<file path="src/rtl/pipe_pkg.sv">
`default_nettype none
// ---------------------------------------------------------------------------
// Module   : pipe_pkg
// Purpose  : Shared pipeline encodings (Op field, hazard FSM states, widths)
// Revision : 1.0 - initial release
// ---------------------------------------------------------------------------
package pipe_pkg;

    localparam int REG_W = 5;

    localparam logic [2:0] OP_NONE   = 3'b000;
    localparam logic [2:0] OP_ALU    = 3'b001;
    localparam logic [2:0] OP_LOAD   = 3'b010;
    localparam logic [2:0] OP_STORE  = 3'b011;
    localparam logic [2:0] OP_BRANCH = 3'b100;

    typedef enum logic [1:0] {
        IDLE      = 2'd0,
        MISS_REQ  = 2'd1,
        MISS_WAIT = 2'd2,
        MISS_DONE = 2'd3
    } miss_state_t;

endpackage
`default_nettype wire

</file>
<file path="src/rtl/pipe_hazard_ctrl_if.sv">
`default_nettype none
// ---------------------------------------------------------------------------
// Module   : pipe_hazard_ctrl_if
// Purpose  : Data-memory miss handshake between pipeline and hazard control
// Revision : 1.0 - initial release
// ---------------------------------------------------------------------------
interface pipe_hazard_ctrl_if;

    logic mem_req_i;   // MEM-stage access present
    logic mem_hit_i;   // cache hit for that access
    logic mem_ack_i;   // fill complete
    logic mem_req_o;   // one-cycle fill request

    // Pipeline/memory side drives the access status and sees the request
    modport master (output mem_req_i, output mem_hit_i, output mem_ack_i,
                    input  mem_req_o);

    // Hazard controller consumes the status and issues the request
    modport slave  (input  mem_req_i, input  mem_hit_i, input  mem_ack_i,
                    output mem_req_o);

endinterface
`default_nettype wire

</file>
<file path="src/rtl/pipe_hazard_ctrl_hazard_detect.sv">
`default_nettype none
// ---------------------------------------------------------------------------
// Module   : hazard_detect
// Purpose  : Combinational load-use comparator between ID and EX stages
// Revision : 1.0 - initial release
// ---------------------------------------------------------------------------
module hazard_detect
    import pipe_pkg::*;
(
    input  wire logic [REG_W-1:0] i_id_rs,
    input  wire logic [REG_W-1:0] i_id_rt,
    input  wire logic             i_id_valid,
    input  wire logic [REG_W-1:0] i_ex_rsd,
    input  wire logic [2:0]       i_ex_op,
    input  wire logic             i_ex_valid,
    output logic                  o_hz
);

    // A load writing r0 never creates a dependency, so it is excluded
    always_comb begin
        o_hz = i_ex_valid && (i_ex_op == OP_LOAD) && (i_ex_rsd != '0) &&
               i_id_valid && ((i_ex_rsd == i_id_rs) || (i_ex_rsd == i_id_rt));
    end

endmodule
`default_nettype wire

</file>
<file path="src/rtl/pipe_hazard_ctrl.sv">
`default_nettype none
// ---------------------------------------------------------------------------
// Module   : pipe_hazard_ctrl
// Purpose  : Pipeline stall/flush sequencer: data-miss FSM, load-use bubble,
//            taken-branch flush, stall performance counter
// Revision : 1.0 - initial release
// ---------------------------------------------------------------------------
module pipe_hazard_ctrl
    import pipe_pkg::*;
#(
    parameter int TIMEOUT = 200,
    parameter int CNT_W   = 16
) (
    input  wire logic             clk_i,
    input  wire logic             rst_i,
    pipe_hazard_ctrl_if.slave     mem_if,
    input  wire logic [REG_W-1:0] id_rs_i,
    input  wire logic [REG_W-1:0] id_rt_i,
    input  wire logic             id_valid_i,
    input  wire logic [REG_W-1:0] ex_rsd_i,
    input  wire logic [2:0]       ex_op_i,
    input  wire logic             ex_valid_i,
    input  wire logic             branch_taken_i,
    output logic                  all_stall_o,
    output logic                  pc_stall_o,
    output logic                  ifid_stall_o,
    output logic                  ifid_flush_o,
    output logic                  idex_bubble_o,
    output logic                  busy_o,
    output logic                  timeout_o,
    output logic [CNT_W-1:0]      stall_cnt_o
);

    // Last wait-counter value before the miss is abandoned
    localparam logic [7:0] c_wait_last = 8'(TIMEOUT - 1);

    miss_state_t      r_state;
    miss_state_t      w_state_nxt;
    logic [7:0]       r_wait_cnt;
    logic             r_timeout;
    logic [CNT_W-1:0] r_stall_cnt;
    logic             w_all_stall;
    logic             w_mem_req;
    logic             w_to_set;
    logic             w_hz;

    hazard_detect u_hazard_detect (
        .i_id_rs    (id_rs_i),
        .i_id_rt    (id_rt_i),
        .i_id_valid (id_valid_i),
        .i_ex_rsd   (ex_rsd_i),
        .i_ex_op    (ex_op_i),
        .i_ex_valid (ex_valid_i),
        .o_hz       (w_hz)
    );

    // Miss FSM state register and wait counter
    always_ff @(posedge clk_i) begin
        if (rst_i) begin
            r_state    <= IDLE;
            r_wait_cnt <= '0;
        end else begin
            r_state <= w_state_nxt;
            if (r_state == MISS_REQ)
                r_wait_cnt <= '0;
            else if (r_state == MISS_WAIT)
                r_wait_cnt <= r_wait_cnt + 8'd1;
        end
    end

    // Next state and stall/request decode; stall starts in the detect cycle
    always_comb begin
        w_state_nxt = r_state;
        w_all_stall = 1'b0;
        w_mem_req   = 1'b0;
        w_to_set    = 1'b0;
        case (r_state)
            IDLE: begin
                if (mem_if.mem_req_i && !mem_if.mem_hit_i) begin
                    w_all_stall = 1'b1;
                    w_state_nxt = MISS_REQ;
                end
            end
            MISS_REQ: begin
                w_all_stall = 1'b1;
                w_mem_req   = 1'b1;
                w_state_nxt = MISS_WAIT;
            end
            MISS_WAIT: begin
                w_all_stall = 1'b1;
                if (mem_if.mem_ack_i) begin
                    w_state_nxt = MISS_DONE;
                end else if (r_wait_cnt == c_wait_last) begin
                    w_to_set    = 1'b1;
                    w_state_nxt = MISS_DONE;
                end
            end
            MISS_DONE: begin
                // One free cycle so buffers advance past the missed access
                w_state_nxt = IDLE;
            end
            default: w_state_nxt = IDLE;
        endcase
    end

    // Sticky timeout flag and saturating stall-cycle counter
    always_ff @(posedge clk_i) begin
        if (rst_i) begin
            r_timeout   <= 1'b0;
            r_stall_cnt <= '0;
        end else begin
            if (w_to_set)
                r_timeout <= 1'b1;
            if (w_all_stall && (r_stall_cnt != {CNT_W{1'b1}}))
                r_stall_cnt <= r_stall_cnt + 1'b1;
        end
    end

    // Output priority (miss stall > load-use > flush), all gated by reset
    always_comb begin
        all_stall_o      = w_all_stall & ~rst_i;
        mem_if.mem_req_o = w_mem_req & ~rst_i;
        pc_stall_o       = w_hz & ~w_all_stall & ~rst_i;
        ifid_stall_o     = w_hz & ~w_all_stall & ~rst_i;
        idex_bubble_o    = w_hz & ~w_all_stall & ~rst_i;
        ifid_flush_o     = branch_taken_i & ~w_hz & ~w_all_stall & ~rst_i;
        busy_o           = (r_state != IDLE) & ~rst_i;
        timeout_o        = r_timeout & ~rst_i;
        stall_cnt_o      = rst_i ? '0 : r_stall_cnt;
    end

endmodule
`default_nettype wire

</file>
<file path="src/flat_wrapper.sv">
// flat-port wrapper written by rule: the top's interface ports become plain ports
module pipe_hazard_ctrl_flat import pipe_pkg::*;
#(
    parameter int TIMEOUT = 200,
    parameter int CNT_W   = 16
)
  (clk_i, rst_i, id_rs_i, id_rt_i, id_valid_i, ex_rsd_i, ex_op_i, ex_valid_i, branch_taken_i, all_stall_o, pc_stall_o, ifid_stall_o, ifid_flush_o, idex_bubble_o, busy_o, timeout_o, stall_cnt_o, mem_if_mem_req_i, mem_if_mem_hit_i, mem_if_mem_ack_i, mem_if_mem_req_o);
  pipe_hazard_ctrl_if mem_if_i ();
  input  wire logic clk_i;
  input  wire logic rst_i;
  input  wire logic [REG_W-1:0] id_rs_i;
  input  wire logic [REG_W-1:0] id_rt_i;
  input  wire logic id_valid_i;
  input  wire logic [REG_W-1:0] ex_rsd_i;
  input  wire logic [2:0] ex_op_i;
  input  wire logic ex_valid_i;
  input  wire logic branch_taken_i;
  output logic all_stall_o;
  output logic pc_stall_o;
  output logic ifid_stall_o;
  output logic ifid_flush_o;
  output logic idex_bubble_o;
  output logic busy_o;
  output logic timeout_o;
  output logic [CNT_W-1:0] stall_cnt_o;
  input wire logic [$bits(mem_if_i.mem_req_i)-1:0] mem_if_mem_req_i;
  input wire logic [$bits(mem_if_i.mem_hit_i)-1:0] mem_if_mem_hit_i;
  input wire logic [$bits(mem_if_i.mem_ack_i)-1:0] mem_if_mem_ack_i;
  output wire logic [$bits(mem_if_i.mem_req_o)-1:0] mem_if_mem_req_o;
  assign mem_if_i.mem_req_i = mem_if_mem_req_i;
  assign mem_if_i.mem_hit_i = mem_if_mem_hit_i;
  assign mem_if_i.mem_ack_i = mem_if_mem_ack_i;
  assign mem_if_mem_req_o = mem_if_i.mem_req_o;
  pipe_hazard_ctrl #(.TIMEOUT(TIMEOUT), .CNT_W(CNT_W)) u_core (.clk_i(clk_i), .rst_i(rst_i), .mem_if(mem_if_i), .id_rs_i(id_rs_i), .id_rt_i(id_rt_i), .id_valid_i(id_valid_i), .ex_rsd_i(ex_rsd_i), .ex_op_i(ex_op_i), .ex_valid_i(ex_valid_i), .branch_taken_i(branch_taken_i), .all_stall_o(all_stall_o), .pc_stall_o(pc_stall_o), .ifid_stall_o(ifid_stall_o), .ifid_flush_o(ifid_flush_o), .idex_bubble_o(idex_bubble_o), .busy_o(busy_o), .timeout_o(timeout_o), .stall_cnt_o(stall_cnt_o));
endmodule
</file>
<file path="config.mk">
export PLATFORM = sky130hd
export DESIGN_NAME = pipe_hazard_ctrl_flat
export DESIGN_NICKNAME = d
export VERILOG_FILES = /design/src/rtl/pipe_pkg.sv /design/src/rtl/pipe_hazard_ctrl_if.sv /design/src/rtl/pipe_hazard_ctrl_hazard_detect.sv /design/src/rtl/pipe_hazard_ctrl.sv /design/src/flat_wrapper.sv
export SDC_FILE = /design/constraint.sdc
export NUM_CORES = 1
export LEC_CHECK = 0
export CORE_MARGIN = 1
export CORE_UTILIZATION = 50
export CTS_CLUSTER_DIAMETER = 200
export DETAILED_ROUTE_END_ITERATION = 6
export HOLD_SLACK_MARGIN = 0.12
export PLACE_DENSITY = 0.85
export SLEW_MARGIN = 10
export SYNTH_ARGS = -nofsm -noshare
export SYNTH_HDL_FRONTEND = slang
export SYNTH_SLANG_ARGS = --single-unit
</file>
<file path="constraint.sdc">
create_clock -name clk_i -period 4.6 [get_ports clk_i]
set_input_delay 0.92 -clock clk_i [delete_from_list [all_inputs] [get_ports clk_i]]
set_output_delay 0.92 -clock clk_i [all_outputs]
set_load 0.01 [all_outputs]
</file>
# Yosys cells after proc, flatten, opt, wreduce, memory -nomap -nowiden

Index checks and enable logic that the tools add are counted.

$add $sub $neg: 2
Equality and inequality tests: 10
Reductions and logical operators: 14
Multiplexer cells: 11
Bitwise logic cells: 12

Operators with widths:

| cell                    | count |
|---|---|
| $add A16 B1 Y16 const B | 1 |
| $mux W16                | 1 |
| $ne A16 B16 Y1 const B  | 1 |
| $eq A5 B5 Y1            | 2 |
| $and A1 B1 Y1           | 9 |
| $add A8 B1 Y8 const B   | 1 |
| $eq A8 B8 Y1 const B    | 1 |
| $pmux W2 S4             | 1 |
| $logic_and A1 B1 Y1     | 6 |
| $mux W2                 | 3 |
| $mux W1                 | 5 |
| $reduce_bool A5 Y1      | 1 |
| $eq A2 B2 Y1 const B    | 2 |
| $reduce_or A2 Y1        | 2 |
| $eq A3 B2 Y1 const B    | 1 |
| $ne A3 B3 Y1 const B    | 1 |
| $not A1 Y1              | 3 |
| $eq A2 B1 Y1 const B    | 1 |
| $logic_not A2 Y1        | 1 |
| $ne A2 B1 Y1 const B    | 1 |
| $pmux W1 S2             | 1 |
| $reduce_and A2 Y1       | 1 |
| $reduce_bool A2 Y1      | 1 |
| $logic_not A1 Y1        | 1 |
| $logic_or A1 B1 Y1      | 1 |

Register bits after elaboration: 27
Word-level logic and storage cells: 53
Input port bits: 26
Output and inout port bits: 24

# Logic depth before layout (Yosys ltp)

Depth after elaboration: 9
Gate-level depth with buffers: 8
Gate-level depth less buffers: 6

# By module

From an unflattened synthesis, not the netlist that was laid out.

Cell total of the unflattened synthesis: 210
Area, all modules: 1747.9 um2

By module, submodules not included:

| module           | sequential area each (um2) | instances | area an instance (um2) | cells an instance |
|---|---|---|---|---|
| pipe_hazard_ctrl | 540.5                      | 1         | 1610.3                 | 191 |
| hazard_detect    | 0.0                        | 1         | 137.6                  | 19 |

# Worst setup path before layout

OpenSTA, ideal clock, no wires.

Kind: input to output
Start: in mem_if_mem_hit_i
End: out ifid_stall_o
Cell stages on the path: 6
Slack: 1.597 ns
Required time: 3.680 ns
Buffers on the path: 3
Data arrival time: 2.083 ns
Path through: nand3b_1 > a21o_1 > clkbuf_1 > clkbuf_1 > and4b_1 > buf_4

Longest elaborated chain between the ends: 7

RTL lines:

| item                        | line                   | text |
|---|---|---|
| from (decl)                 | flat_wrapper.sv:27     | `input wire logic [$bits(mem_if_i.mem_hit_i)-1:0] mem_if_mem_hit_i;` |
| $logic_not A1 Y1            | pipe_hazard_ctrl.sv:79 | `if (mem_if.mem_req_i && !mem_if.mem_hit_i) begin` |
| $logic_and A1 B1 Y1         | pipe_hazard_ctrl.sv:79 |  |
| $mux W1                     | pipe_hazard_ctrl.sv:79 |  |
| $pmux W1 S2                 | pipe_hazard_ctrl.sv:77 | `case (r_state)` |
| $not A1 Y1                  | -                      |  |
| $and A1 B1 Y1 (2 in series) | -                      |  |
| to (decl)                   | flat_wrapper.sv:20     | `output logic ifid_stall_o;` |

No other way between the ends.

# Final worst setup path

Start: in ex_rsd_i[1]
End: out ifid_flush_o

Longest elaborated chain between the ends: 8
Elaborated cells on any way between the ends: 11
Those cells by class: 2 x eq/ne; 4 x bitwise; 5 x reduce/logical

RTL lines:

| item                              | line                                 | text |
|---|---|---|
| from (decl)                       | flat_wrapper.sv:14                   | `input wire logic [REG_W-1:0] ex_rsd_i;` |
| $reduce_bool A5 Y1                | pipe_hazard_ctrl_hazard_detect.sv:21 | `o_hz = i_ex_valid && (i_ex_op == OP_LOAD) && (i_ex_rsd != '0) &&` |
| $logic_and A1 B1 Y1 (2 in series) | pipe_hazard_ctrl_hazard_detect.sv:21 |  |
| $logic_and A1 B1 Y1 *             | pipe_hazard_ctrl_hazard_detect.sv:22 | `i_id_valid && ((i_ex_rsd == i_id_rs) \|\| (i_ex_rsd == i_id_rt));` |
| $not A1 Y1 *                      | pipe_hazard_ctrl.sv:126              | `ifid_flush_o = branch_taken_i & ~w_hz & ~w_all_stall & ~rst_i;` |
| $and A1 B1 Y1 * (3 in series)     | pipe_hazard_ctrl.sv:126              |  |
| to (decl)                         | flat_wrapper.sv:21                   | `output logic ifid_flush_o;` |

Mark *: on every way between the ends. The rest lies on a longest branch, timed or not.

==> flow_metrics.py <==
metrics = {
    "clocking": {
        "cts_root_buf": "sky130_fd_sc_hd__clkbuf_4",
        "clk_pin_slew_worst_paths_ps": 140,
        "clock_sink_count": 27,
        "tritoncts.num_buffers": 3,
        "insertion_delay_ps": 320,
        "cts.repair_timing.setup_buffer_count": 0,
        "cts.hold.buffers_added": 0,
        "cts_tree": "yes",
        "max-clock-path-buffers": 2,
        "post_cts_resize_count": 0,
        "cts.htree.levels": 1,
    },
    "route": {
        "wire_per_inst_um": 12.7,
        "drt_first_pass_iters": 4,
        "met1_length_mm": 1.68,
        "totalWireLength_mm": 3.70,
        "highest_signal_layer_in_the_routed_design": "met4",
        "drc": 0,
        "met3_length_um": 316,
        "vias_per_cell": 5.52,
        "drt_iter0_drc": 73,
        "detail-route-antenna-nets": 0,
        "dr_total_vias": 1612,
        "detailroute.wirelength.met2_mm": 1.67,
    },
    "yosys": {
        "postSynth.topFlopCell": "sky130_fd_sc_hd__dfxtp_1",
        "synth_area_leaders": "sky130_fd_sc_hd__dfxtp_1 32%, sky130_fd_sc_hd__xnor2_1 5.8%, sky130_fd_sc_hd__nor2b_1 5.6%",
        "synth_cell_type_count": 43,
        "yosysTopAreaCellShare_pct": 32.5,
        "synth_enable_flop_cells": 0,
        "yosysSeqAreaShare_pct": 32.5,
        "synth.avg_cell_area_um2": 8.20,
        "ys.warnings.count": 0,
        "synthArstFlopShare_pct": 0,
        "netlist.top_cell.by_area": "sky130_fd_sc_hd__dfxtp_1",
        "number_of_synthesized_register_bits": 27,
        "most_instantiated_cells_after_synthesis": "27 x sky130_fd_sc_hd__dfxtp_1, 21 x sky130_fd_sc_hd__nor2_1, 15 x sky130_fd_sc_hd__nor2b_1",
        "synth_most_common_cell": "sky130_fd_sc_hd__dfxtp_1",
        "post_synth_instance_area_mm2": 0.00166,
        "synthCells": 203,
        "net_count_of_the_mapped_netlist": 235,
    },
    "grt": {
        "gr-usage-all-layers_pct": 21.9,
        "first_global_vias": 1433,
        "first_pass_grt_wire_length_mm": 5.99,
        "grt_start_max_net_pins": 23,
        "grt_overflow_total": 0,
        "antenna_found_initial": 0,
    },
    "timing": {
        "finalSetupTns_ps": 0,
        "fin_crit_ps": 3750,
        "hold_viol_final": 0,
        "rsz0062_at_grt": "no",
        "timing.fmax_mhz": 266,
        "drv_slew": 0,
        "total_setup_violations_reported_at_the_end_of_the_flow": 0,
        "clock-skew-final_ps": 1.95,
        "tightest_slew_ps": 1000,
        "max_slew_margin_pct": 32.5,
        "holdWs_ps": 486,
        "post-route-worst-setup-slack_ps": 846,
        "final_period_utilization_pct": 81.6,
    },
    "setup_path": {
        "crit_fanout": 3,
        "required_worst_endpoint_ps": 3680,
        "setup.reg_to_reg.worst_slack_ps": 2190,
        "start_kind": "input port",
        "cp_data_arrival_time_ps": 2830,
        "timing_worst_setup_path_type": "in -> out",
        "cp_endpoint_kind": "output pin",
    },
    "die": {
        "core_region_area_mm2": 0.00310,
        "die_w_um": 59.7,
        "io-pin-count": 50,
        "floorplan.die.height_um": 59.7,
        "placementRows": 20,
        "initial_utilization_pct": 53.6,
        "die-area_mm2": 0.00356,
    },
    "place": {
        "detailed_place.area_mm2": 0.00218,
        "globalplace.congestion": 0.801,
        "preCtsSetupSlack_ps": 835,
        "hpwlAfterDp_mm": 2.95,
        "placement.io_buffers": 49,
    },
    "outcome": {
        "outcome": "finished, final reports clean",
    },
    "layout": {
        "design.final.nets": 281,
        "syn_to_final_growth_pct": 32.8,
        "insertedDiodeCount": 0,
        "drive_gt1_share_pct": 5.24,
        "layout.cell_area.non_filler_mm2": 0.00221,
    },
    "job": {
        "maxCapViolations": 0,
    },
    "min_path": {
        "hold_path.class": "reg -> reg",
    },
    "pwr": {
        "static-leakage-power_nw": 0.759,
        "power-per-cell-area_mw_per_mm2": 275,
        "vdd_drop_max_v": 0.000159,
    },
}
## cell usage in the layout (no fill, tap or decap), drive strengths merged, types with 2 or more instances in the layout
master	netlist	routed
and3	2	2
or4	8	8
o21ai	6	6
dfxtp	27	27
nand3b	2	2
nand4b	2	2
mux2	6	6
clkbuf	7	3
xnor2	11	11
nor2b	15	15
or2	3	3
clkdlybuf4s50	0	49
ha	6	6
or3b	2	2
buf	4	3
nand4	6	6
nor2	21	21
nor4	7	7
nand2	8	8
nand3	8	8
nor3	2	2
xor2	4	4
a21oi	14	14
o31ai	6	6
or3	5	5
inv	9	9
## stage by stage
step | total power [mW] | std cells | utilization [%]
after floorplan | 0.415 | 203 | -
after global placement | 0.500 | 288 | 70.3
after detailed placement | 0.509 | 288 | 70.3
after CTS | 0.613 | 292 | 71.2
after global routing | 0.653 | 292 | 71.2
final | 0.607 | 292 | 71.2
## path summary, 6_finish.rpt
path	startpoint	end	cells past startpoint
min reg2reg	u_core.r_timeout	u_core.r_timeout	2
max reg2reg	u_core.r_stall_cnt[0]	u_core.r_stall_cnt[7]	5
max	ex_rsd_i[1]	ifid_flush_o	6
min	u_core.r_timeout	u_core.r_timeout	2
## critical path, cell delays in order
cell                              delay (ps)
sky130_fd_sc_hd__clkdlybuf4s50_1         460
sky130_fd_sc_hd__or4_1                   550
sky130_fd_sc_hd__nor2_1                  110
sky130_fd_sc_hd__nor3_1                   70
sky130_fd_sc_hd__a21oi_1                 160
sky130_fd_sc_hd__clkdlybuf4s50_1         550
## per-layer routing
metal	vias up	GRT usage (%)
li1	821	-
met1	737	26.9
met2	50	37.6
met3	4	5.41
met4	0	6.31
met5	-	0
## flip-flops by register name (all words and copies together), names as in the netlist
signal and cells:
u_core.r_timeout 1, u_core.r_wait_cnt 8, u_core.r_stall_cnt 16, u_core.r_state 2
## area by class of cell
| class | instances | area (um^2) |
|---|---|---|
| clock buffer | 3 | 22.5 |
| clock inverter | 1 | 5.00 |
| fill | 269 | 893 |
| inverter | 9 | 33.8 |
| multi-input combinational | 156 | 1040 |
| sequential | 27 | 541 |
| tap | 44 | 55.1 |
| timing repair buffer | 52 | 513 |
## cells by family (layout without fill, tap and decap cells)
kind of cell	count (synthesis)	after routing	share of synthesized area (%)
simple gates	93	93	32.3
compound gates	35	35	13.1
flops	27	27	32.5
buf+inv	20	65	5.04
xor+xnor	15	15	7.89
mux	7	7	4.66
fa+ha+maj	6	6	4.51
## power by group
group | internal (mW) | switching [mW]
clock network | 0.0326 | 0.0705
registers | 0.250 | 0.0172
logic | 0.113 | 0.123
total | 0.396 | 0.211
Note: power is estimated with default switching activity, not from simulation.
